--- src/rtl/pulse_player.sv ---
// pulse_player: plays per-channel pulse commands as envelope memory sweeps with aligned freq/phase/valid outputs
// Ports:
//   clk, reset                 clock and synchronous active-high reset
//   cstrobe_in                 one-cycle command strobe
//   freq_in, phase_in          frequency / phase words, valid with cstrobe_in
//   env_word_in                {length, start} envelope descriptor, valid with cstrobe_in
//   env_raddr, env_rden        envelope memory read address / enable
//   freq_out, phase_out        frequency / phase aligned to envelope read data
//   sample_valid, pulse_first  envelope data valid / first sample of a pulse
//   busy                       playing or a command is pending
//   overflow                   sticky: a command was dropped
module pulse_player #(
    parameter int FREQ_WORD_WIDTH  = 24,
    parameter int PHASE_WORD_WIDTH = 14,
    parameter int ENV_WORD_WIDTH   = 24,
    parameter int ENV_ADDR_WIDTH   = 12,
    parameter int ENV_LEN_WIDTH    = 12,
    parameter int MEM_LATENCY      = 2
) (
    input  logic                        clk,
    input  logic                        reset,
    input  logic                        cstrobe_in,
    input  logic [FREQ_WORD_WIDTH-1:0]  freq_in,
    input  logic [PHASE_WORD_WIDTH-1:0] phase_in,
    input  logic [ENV_WORD_WIDTH-1:0]   env_word_in,
    output logic [ENV_ADDR_WIDTH-1:0]   env_raddr,
    output logic                        env_rden,
    output logic [FREQ_WORD_WIDTH-1:0]  freq_out,
    output logic [PHASE_WORD_WIDTH-1:0] phase_out,
    output logic                        sample_valid,
    output logic                        pulse_first,
    output logic                        busy,
    output logic                        overflow
);
    typedef enum logic {IDLE, PLAY} state_t;

    state_t                      state_q, state_d;
    logic [FREQ_WORD_WIDTH-1:0]  act_freq_q, act_freq_d;
    logic [PHASE_WORD_WIDTH-1:0] act_phase_q, act_phase_d;
    logic [ENV_ADDR_WIDTH-1:0]   act_addr_q, act_addr_d;
    logic [ENV_LEN_WIDTH-1:0]    act_rem_q, act_rem_d;
    logic                        act_first_q, act_first_d;
    logic                        pend_valid_q, pend_valid_d;
    logic [FREQ_WORD_WIDTH-1:0]  pend_freq_q, pend_freq_d;
    logic [PHASE_WORD_WIDTH-1:0] pend_phase_q, pend_phase_d;
    logic [ENV_ADDR_WIDTH-1:0]   pend_start_q, pend_start_d;
    logic [ENV_LEN_WIDTH-1:0]    pend_len_q, pend_len_d;
    logic                        overflow_q, overflow_d;
    logic                        busy_q, busy_d;

    logic [ENV_LEN_WIDTH-1:0]    len_in;
    logic [ENV_ADDR_WIDTH-1:0]   start_in;
    logic                        cmd, play, last;

    assign len_in   = env_word_in[ENV_WORD_WIDTH-1 -: ENV_LEN_WIDTH];
    assign start_in = env_word_in[ENV_ADDR_WIDTH-1:0];
    // zero-length commands are ignored everywhere, including overflow accounting
    assign cmd      = cstrobe_in && (len_in != '0);
    assign play     = (state_q == PLAY);
    assign last     = play && (act_rem_q == ENV_LEN_WIDTH'(1));

    always_comb begin
        state_d      = state_q;
        act_freq_d   = act_freq_q;
        act_phase_d  = act_phase_q;
        act_addr_d   = act_addr_q;
        act_rem_d    = act_rem_q;
        act_first_d  = 1'b0;
        pend_valid_d = pend_valid_q;
        pend_freq_d  = pend_freq_q;
        pend_phase_d = pend_phase_q;
        pend_start_d = pend_start_q;
        pend_len_d   = pend_len_q;
        overflow_d   = overflow_q;
        if (!play) begin
            if (cmd) begin
                state_d     = PLAY;
                act_freq_d  = freq_in;
                act_phase_d = phase_in;
                act_addr_d  = start_in;
                act_rem_d   = len_in;
                act_first_d = 1'b1;
            end
        end else if (last) begin
            if (pend_valid_q) begin
                act_freq_d   = pend_freq_q;
                act_phase_d  = pend_phase_q;
                act_addr_d   = pend_start_q;
                act_rem_d    = pend_len_q;
                act_first_d  = 1'b1;
                // the slot frees as it drains, so a simultaneous command refills it
                pend_valid_d = cmd;
                if (cmd) begin
                    pend_freq_d  = freq_in;
                    pend_phase_d = phase_in;
                    pend_start_d = start_in;
                    pend_len_d   = len_in;
                end
            end else if (cmd) begin
                act_freq_d  = freq_in;
                act_phase_d = phase_in;
                act_addr_d  = start_in;
                act_rem_d   = len_in;
                act_first_d = 1'b1;
            end else begin
                state_d = IDLE;
            end
        end else begin
            act_addr_d = act_addr_q + ENV_ADDR_WIDTH'(1);
            act_rem_d  = act_rem_q - ENV_LEN_WIDTH'(1);
            if (cmd && !pend_valid_q) begin
                pend_valid_d = 1'b1;
                pend_freq_d  = freq_in;
                pend_phase_d = phase_in;
                pend_start_d = start_in;
                pend_len_d   = len_in;
            end else if (cmd) begin
                overflow_d = 1'b1;
            end
        end
        busy_d = (state_d == PLAY) || pend_valid_d;
    end

    always_ff @(posedge clk) begin
        if (reset) begin
            state_q      <= IDLE;
            act_freq_q   <= '0;
            act_phase_q  <= '0;
            act_addr_q   <= '0;
            act_rem_q    <= '0;
            act_first_q  <= 1'b0;
            pend_valid_q <= 1'b0;
            pend_freq_q  <= '0;
            pend_phase_q <= '0;
            pend_start_q <= '0;
            pend_len_q   <= '0;
            overflow_q   <= 1'b0;
            busy_q       <= 1'b0;
        end else begin
            state_q      <= state_d;
            act_freq_q   <= act_freq_d;
            act_phase_q  <= act_phase_d;
            act_addr_q   <= act_addr_d;
            act_rem_q    <= act_rem_d;
            act_first_q  <= act_first_d;
            pend_valid_q <= pend_valid_d;
            pend_freq_q  <= pend_freq_d;
            pend_phase_q <= pend_phase_d;
            pend_start_q <= pend_start_d;
            pend_len_q   <= pend_len_d;
            overflow_q   <= overflow_d;
            busy_q       <= busy_d;
        end
    end

    assign env_rden  = play;
    assign env_raddr = play ? act_addr_q : '0;
    assign busy      = busy_q;
    assign overflow  = overflow_q;

    // Delay line matching the memory read latency; index 0 of each chain is the live input.
    logic [MEM_LATENCY-1:0]      vld_q, fst_q;
    logic [FREQ_WORD_WIDTH-1:0]  frq_q [MEM_LATENCY];
    logic [PHASE_WORD_WIDTH-1:0] phs_q [MEM_LATENCY];
    logic [MEM_LATENCY:0]        vld_c, fst_c;
    logic [FREQ_WORD_WIDTH-1:0]  frq_c [MEM_LATENCY+1];
    logic [PHASE_WORD_WIDTH-1:0] phs_c [MEM_LATENCY+1];

    assign vld_c = {vld_q, env_rden};
    assign fst_c = {fst_q, act_first_q && play};

    always_comb begin
        frq_c[0] = act_freq_q;
        phs_c[0] = act_phase_q;
        for (int i = 0; i < MEM_LATENCY; i++) begin
            frq_c[i+1] = frq_q[i];
            phs_c[i+1] = phs_q[i];
        end
    end

    always_ff @(posedge clk) begin
        if (reset) begin
            vld_q <= '0;
            fst_q <= '0;
            for (int i = 0; i < MEM_LATENCY; i++) begin
                frq_q[i] <= '0;
                phs_q[i] <= '0;
            end
        end else begin
            vld_q <= vld_c[MEM_LATENCY-1:0];
            fst_q <= fst_c[MEM_LATENCY-1:0];
            // freq/phase advance only with a valid sample so the output holds between pulses
            for (int i = 0; i < MEM_LATENCY; i++) begin
                if (vld_c[i]) begin
                    frq_q[i] <= frq_c[i];
                    phs_q[i] <= phs_c[i];
                end
            end
        end
    end

    assign sample_valid = vld_q[MEM_LATENCY-1];
    assign pulse_first  = fst_q[MEM_LATENCY-1];
    assign freq_out     = frq_q[MEM_LATENCY-1];
    assign phase_out    = phs_q[MEM_LATENCY-1];
endmodule

--- config.mk ---
export PLATFORM = sky130hd
export DESIGN_NAME = pulse_player
export DESIGN_NICKNAME = d
export VERILOG_FILES = /design/src/rtl/pulse_player.sv
export SDC_FILE = /design/constraint.sdc
export NUM_CORES = 1
export LEC_CHECK = 0
export CORE_MARGIN = 5
export CORE_UTILIZATION = 57
export CTS_BUF_LIST = sky130_fd_sc_hd__clkbuf_4
export DETAILED_ROUTE_END_ITERATION = 10
export GPL_TIMING_DRIVEN = 1
export PLACE_DENSITY = 0.82
export SLEW_MARGIN = 20
export SYNTH_ARGS = -nofsm -noshare
export SYNTH_HDL_FRONTEND = slang
export SYNTH_SLANG_ARGS = --single-unit
--- constraint.sdc ---
create_clock -name clk -period 2.2 [get_ports clk]
set_input_delay 0.22 -clock clk [delete_from_list [all_inputs] [get_ports clk]]
set_output_delay 0.22 -clock clk [all_outputs]
set_load 0.01 [all_outputs]
-- After elaboration in Yosys (flattened, before gate mapping)
Memories as Yosys holds them, arrays and structs flattened.
Cells that the tools add are included.
- bits in read-only memories: 0
- register bits: 133
- output and inout bits: 55
- RAM bits: 76
- memories kept: 2
- latch bits: 0
- memories (name ; depth ; bits a word ; rd ports ; clocked after memory_dff ; write ports ; line ; RTL):
    frq_q ; 2 ; 24 ; 2 ; 0 ; 2 ; 163 ; logic [FREQ_WORD_WIDTH-1:0] frq_q [MEM_LATENCY];
    phs_q ; 2 ; 14 ; 2 ; 0 ; 2 ; 164 ; logic [PHASE_WORD_WIDTH-1:0] phs_q [MEM_LATENCY];
- bitwise gates (word level): 6
- div/mod/pow operators: 0
- equality and inequality tests: 4
- shift-type cells: 0
- reductions and logical operators: 10
- mux-type cells: 55
- $mul: 0
- $lt $le $gt $ge: 0
- add/subtract/negate cells: 2
- operators with widths (kind ; number):
    $mux 24 ; 10
    $mux 12 ; 17
    $mux 14 ; 10
    $mux 1 ; 18
    $add 12x1->12 const B ; 1
    $eq 12x1->1 const B ; 1
    $reduce_bool 12->1 ; 1
    $sub 12x1->12 const B ; 1
    $reduce_and 4->1 ; 2
    $logic_and 1x1->1 ; 4
    $ne 2x2->1 const B ; 2
    $or 1x1->1 ; 4
    $ne 2x1->1 const B ; 1
    $not 1->1 ; 2
    $reduce_bool 2->1 ; 1
    $logic_not 1->1 ; 1
    $logic_or 1x1->1 ; 1

-- Logic depth before layout (Yosys ltp)
- depth after elaboration: 7
- gate-level depth with buffers: 10

-- Worst setup path before layout
Ideal clock, no wire load.
- kind: flip-flop to flip-flop
- start: register act_rem_q[0]
- end: register pend_freq_q[0]
- path buffers: 3
- clock period less this slack: 1.981 ns
- stages on the path, launching flop included: 10
- data required time: 2.128 ns
- arrival time: 1.909 ns
- setup time: 0.072 ns
- slack: 0.219 ns
- cells stage by stage: dfxtp_1 > ha_1 > nor4b_4 > and4_1 > buf_4 > xnor2_1 > nor3b_2 > buf_6 > buf_12 > mux2i_1
- word-level cells in the longest chain between the ends: 4
- elaborated cells on any way between the ends: 7
- classes of those cells: eq/ne (3); mux (1); reduce/logical (3)
- ends and longest elaborated chain (element ; line ; RTL):
    start: declaration ; 41 ; logic [ENV_LEN_WIDTH-1:0] act_rem_q, act_rem_d;
    start signal: assignment ; 144 ; act_rem_q <= act_rem_d;
    $eq 12x1->1 * ; 60 ; assign last = play && (act_rem_q == ENV_LEN_WIDTH'(1));
    $logic_and 1x1->1 * ; 60 ;
    $ne 2x2->1 (no line) or $reduce_bool 2->1 (tied branches) ; n/a ;
    $reduce_and 4->1 (no line) ; n/a ;
    end signal: assignment ; 147 ; pend_freq_q <= pend_freq_d;
    end: declaration ; 44 ; logic [FREQ_WORD_WIDTH-1:0] pend_freq_q, pend_freq_d;
Mark *: on every way between the ends. The rest lies on a longest branch, timed or not.
A chain may end at the register's enable or synchronous reset.

-- Worst setup path in the final report
- start: register act_rem_q[1]
- end: register act_freq_q[6]
- word-level cells in the longest chain between the ends: 3
- ends and longest elaborated chain (element ; line ; RTL):
    $eq 12x1->1 ; 60 ;
    $logic_and 1x1->1 ; 60 ;
    $ne 2x1->1 (no line) ; n/a ;
    end signal: assignment ; 141 ; act_freq_q <= act_freq_d;
    end: declaration ; 38 ; logic [FREQ_WORD_WIDTH-1:0] act_freq_q, act_freq_d;
No other way between the ends.

==> out/metrics.yaml <==
min_path:
  hold_depth: 3
  hp-start: "phase_in[6]"
  hold_end: "pend_phase_q[6]"
  hold_path_class: "in -> reg"
worst_setup_path:
  crit_required_ns: 2.71
  cp-end-kind: "flop"
  start_kind: "flop"
  crit_type: "reg -> reg"
  rr_startpoint: "act_rem_q[1]"
  ff2ff_path_depth: 9
  worstPathArrival_ns: 2.57
  r2r_slack_ns: 0.14
  r2r_end: "act_freq_q[6]"
  cp_max_fo: 36
global_route:
  grt_usage_pct: 22.0
  grt_antenna_before_repair: 1
  grt_overflow: 0
  grt_pass1_wl_um: 33200
  grt_max_degree: 93
  grt_pass1_vias: 6964
power:
  ir_worst_vdd_uv: 364
  power_density_nw_per_um2: 797
  leakagePower_nw: 4.37
clock_network:
  path_clk_slew_ns: 0.06
  htreeDepth: 2
  root_buffer: "clkbuf_4"
  numCtsBuffers: 50
  cts_tree: "yes"
  cts.sinks: 209
  ctsLongestPathBuffers: 3
  worstSkewPairLatency_ns: 0.64
timing:
  max_freq_mhz: 486
  setup_viol: 0
  period_share_pct: 93.6
  skew_ns: 0.0403
  slew_headroom_pct: 41.4
  grt_setup_unrepaired: "yes"
  hold_viol: 0
  setup_ws_ns: 0.141
  worst_slew_pin_slew_ns: 0.880
  tns_ns: 0
  layout_min_cycle_time_ns: 2.06
  maxSlewViolCount: 0
synthesis:
  synth_area_um2: 9070
  synth-edff-count: 76
  syn_inst: 892
  syn_nets: 960
  synthSimpleGateAreaFrac_pct: 20.9
  synthXorXnorAreaFrac_pct: 1.45
  synth_top_family_by_area: "simple AND/OR/NAND/NOR gates"
  post-synth-top-count-cell: "nand2_1"
  synth_top_area_share_pct: 29.3
  ys_seq_area_share_pct: 54.5
  syn_avg_cell_area_um2: 10.2
  synth_seq_cells: 209
  ys_types: 48
  yosysTopAreaCell: "dfxtp_1"
  synthAdderAreaFrac_pct: 0.414
  synth_mux_area_share_pct: 9.17
  async_flop_share_pct: 0
  synth_compound_area_share_pct: 8.95
  ys.flop_type: "dfxtp_1"
  synth_warnings: 0
  yosys-top-cells-count: "181 x nand2_1, 133 x dfxtp_1, 78 x nor2b_1"
  synth.area.top_cells: "dfxtp_1 29%, edfxtp_1 25%, mux2i_1 8.1%, nand2_1 7.5%, nor2b_1 5.4%"
status:
  run_status: "finished clean"
place:
  pre_cts_ws_ns: -0.271
  port_buffers: 119
  place_congestion: 0.806
  hpwlAfterDp_um: 13200
floorplanning:
  initial_utilization_pct: 57.5
  fp.dieArea_um2: 18500
  core_um2: 15800
  die_x_um: 136
  rows: 46
  ios: 120
  fp.dieH_um: 136
route:
  ant_nets: 0
  vias: 7161
  drt_iter0_drc: 703
  drc: 0
  wl_per_cell_um: 15.8
  wirelength_um: 20700
  avgViaCountPerCell: 5.47
  drt_pass1_iterations: 5
final_layout:
  area_growth_pct: 26.1
  drive_gt1_share_pct: 15.3
  final_net_count: 1121
run:
  cap_violations: 0
how the worst max path moves through the flow:
stage	startpoint	to	slack, ns	cells after the start
5_1_grt	act_rem_q[1]	pend_len_q[9]	-0.009	9
3_5_place_dp	env_word_in[19]	pend_freq_q[17]	-0.27	8
3_3_place_gp	env_word_in[19]	pend_start_q[3]	-0.21	8
2_1_floorplan	act_rem_q[0]	pend_freq_q[0]	0.22	9
6_report	act_rem_q[1]	act_freq_q[6]	0.14	9
4_1_cts	env_rden	env_raddr[10]	0.01	3
power breakdown:
| part | switching (mW) | internal, mW | total [mW] |
|---|---|---|---|
| Clock | 1.46 | 1.76 | 3.22 |
| Combinational | 0.715 | 0.700 | 1.42 |
| Sequential | 0.166 | 4.32 | 4.49 |
| Total | 2.34 | 6.78 | 9.12 |
per-stage QoR:
step	total power [mW]	instances	utilization (%)	hold WS, ns	cell area, um2
after CTS	9.19	1303	72.1	0.122	11400
after global routing	9.56	1308	72.5	0.143	11400
after floorplan	5.38	892	-	0.303	9070
after detailed placement	5.95	1210	67.7	0.427	10700
final	9.12	1308	72.5	0.166	11400
after global placement	5.90	1210	67.7	0.425	10700
state kept, by name (all words and copies together), names as in the netlist:
register	count
fst_q	2
act_first_q	1
act_rem_q	12
pend_start_q	12
act_phase_q	14
pend_valid_q	1
act_freq_q	24
act_addr_q	12
busy	1
frq_q	48
vld_q	2
env_rden	1
phs_q	28
pend_len_q	12
pend_freq_q	24
overflow	1
pend_phase_q	14
kinds of logic (layout without fill, tap and decap cells):
logic type,count (synthesis),in the layout
buffers and inverters,78,277
AOI/OAI and AO/OA,102,102
other,0,1
xor gates and xnor gates,15,15
DFF,209,209
muxes,82,82
adders and majority gates,3,3
and+or+nand+nor,403,403
cells in the final DEF, fill, tap and decap left out, drive strengths merged, types with 8 or more instances in the layout:
master / netlist / final
a21oi: 9 / 9
a222oi: 8 / 8
a22o: 8 / 8
a22oi: 11 / 11
a311oi: 39 / 39
and2: 15 / 15
buf: 22 / 59
clkbuf: 48 / 81
clkdlybuf4s50: 0 / 118
clkinv: 0 / 8
dfxtp: 133 / 133
edfxtp: 76 / 76
inv: 8 / 8
mux2: 9 / 9
mux2i: 73 / 73
nand2: 181 / 181
nand3: 45 / 45
nor2: 59 / 59
nor2b: 78 / 78
xor2: 9 / 9
repair_timing:
action,CTS,global route
buffers inserted,2,3
hold buffers,1,0
hold endpoints to repair,1,0
gates cloned,0,1
gates resized for setup,2,5
setup endpoints to repair,16,59
pin swaps,1,1
critical path: stages, from the launching register on:
cell and delay [ns]:
dfxtp_1 0.32, inv_1 0.08, ha_1 0.14, nor4b_4 0.27, nand4_1 0.24, a22oi_2 0.21
buf_4 0.17, buf_12 0.20, nor2_1 0.06, a311oi_1 0.25
area by class of cell:
type	count	area, um2
antenna	1	2.50
timing repair buffer	179	1780
fill	1121	4330
clock inverter	10	67.6
multi-input combinational	605	3740
inverter	8	32.5
clock buffer	80	601
tap	216	270
sequential	209	4950
layer usage:
metal | share of wire, % | global-route usage [%] | vias to the layer above
li1 | - | - | 3479
met1 | 43 | 28.4 | 3402
met2 | 49 | 37.4 | 253
met3 | 6.8 | 4.70 | 27
met4 | 1.5 | 6.61 | 0
met5 | 0 | 0 | -
Power figures use the tool's default switching activity.
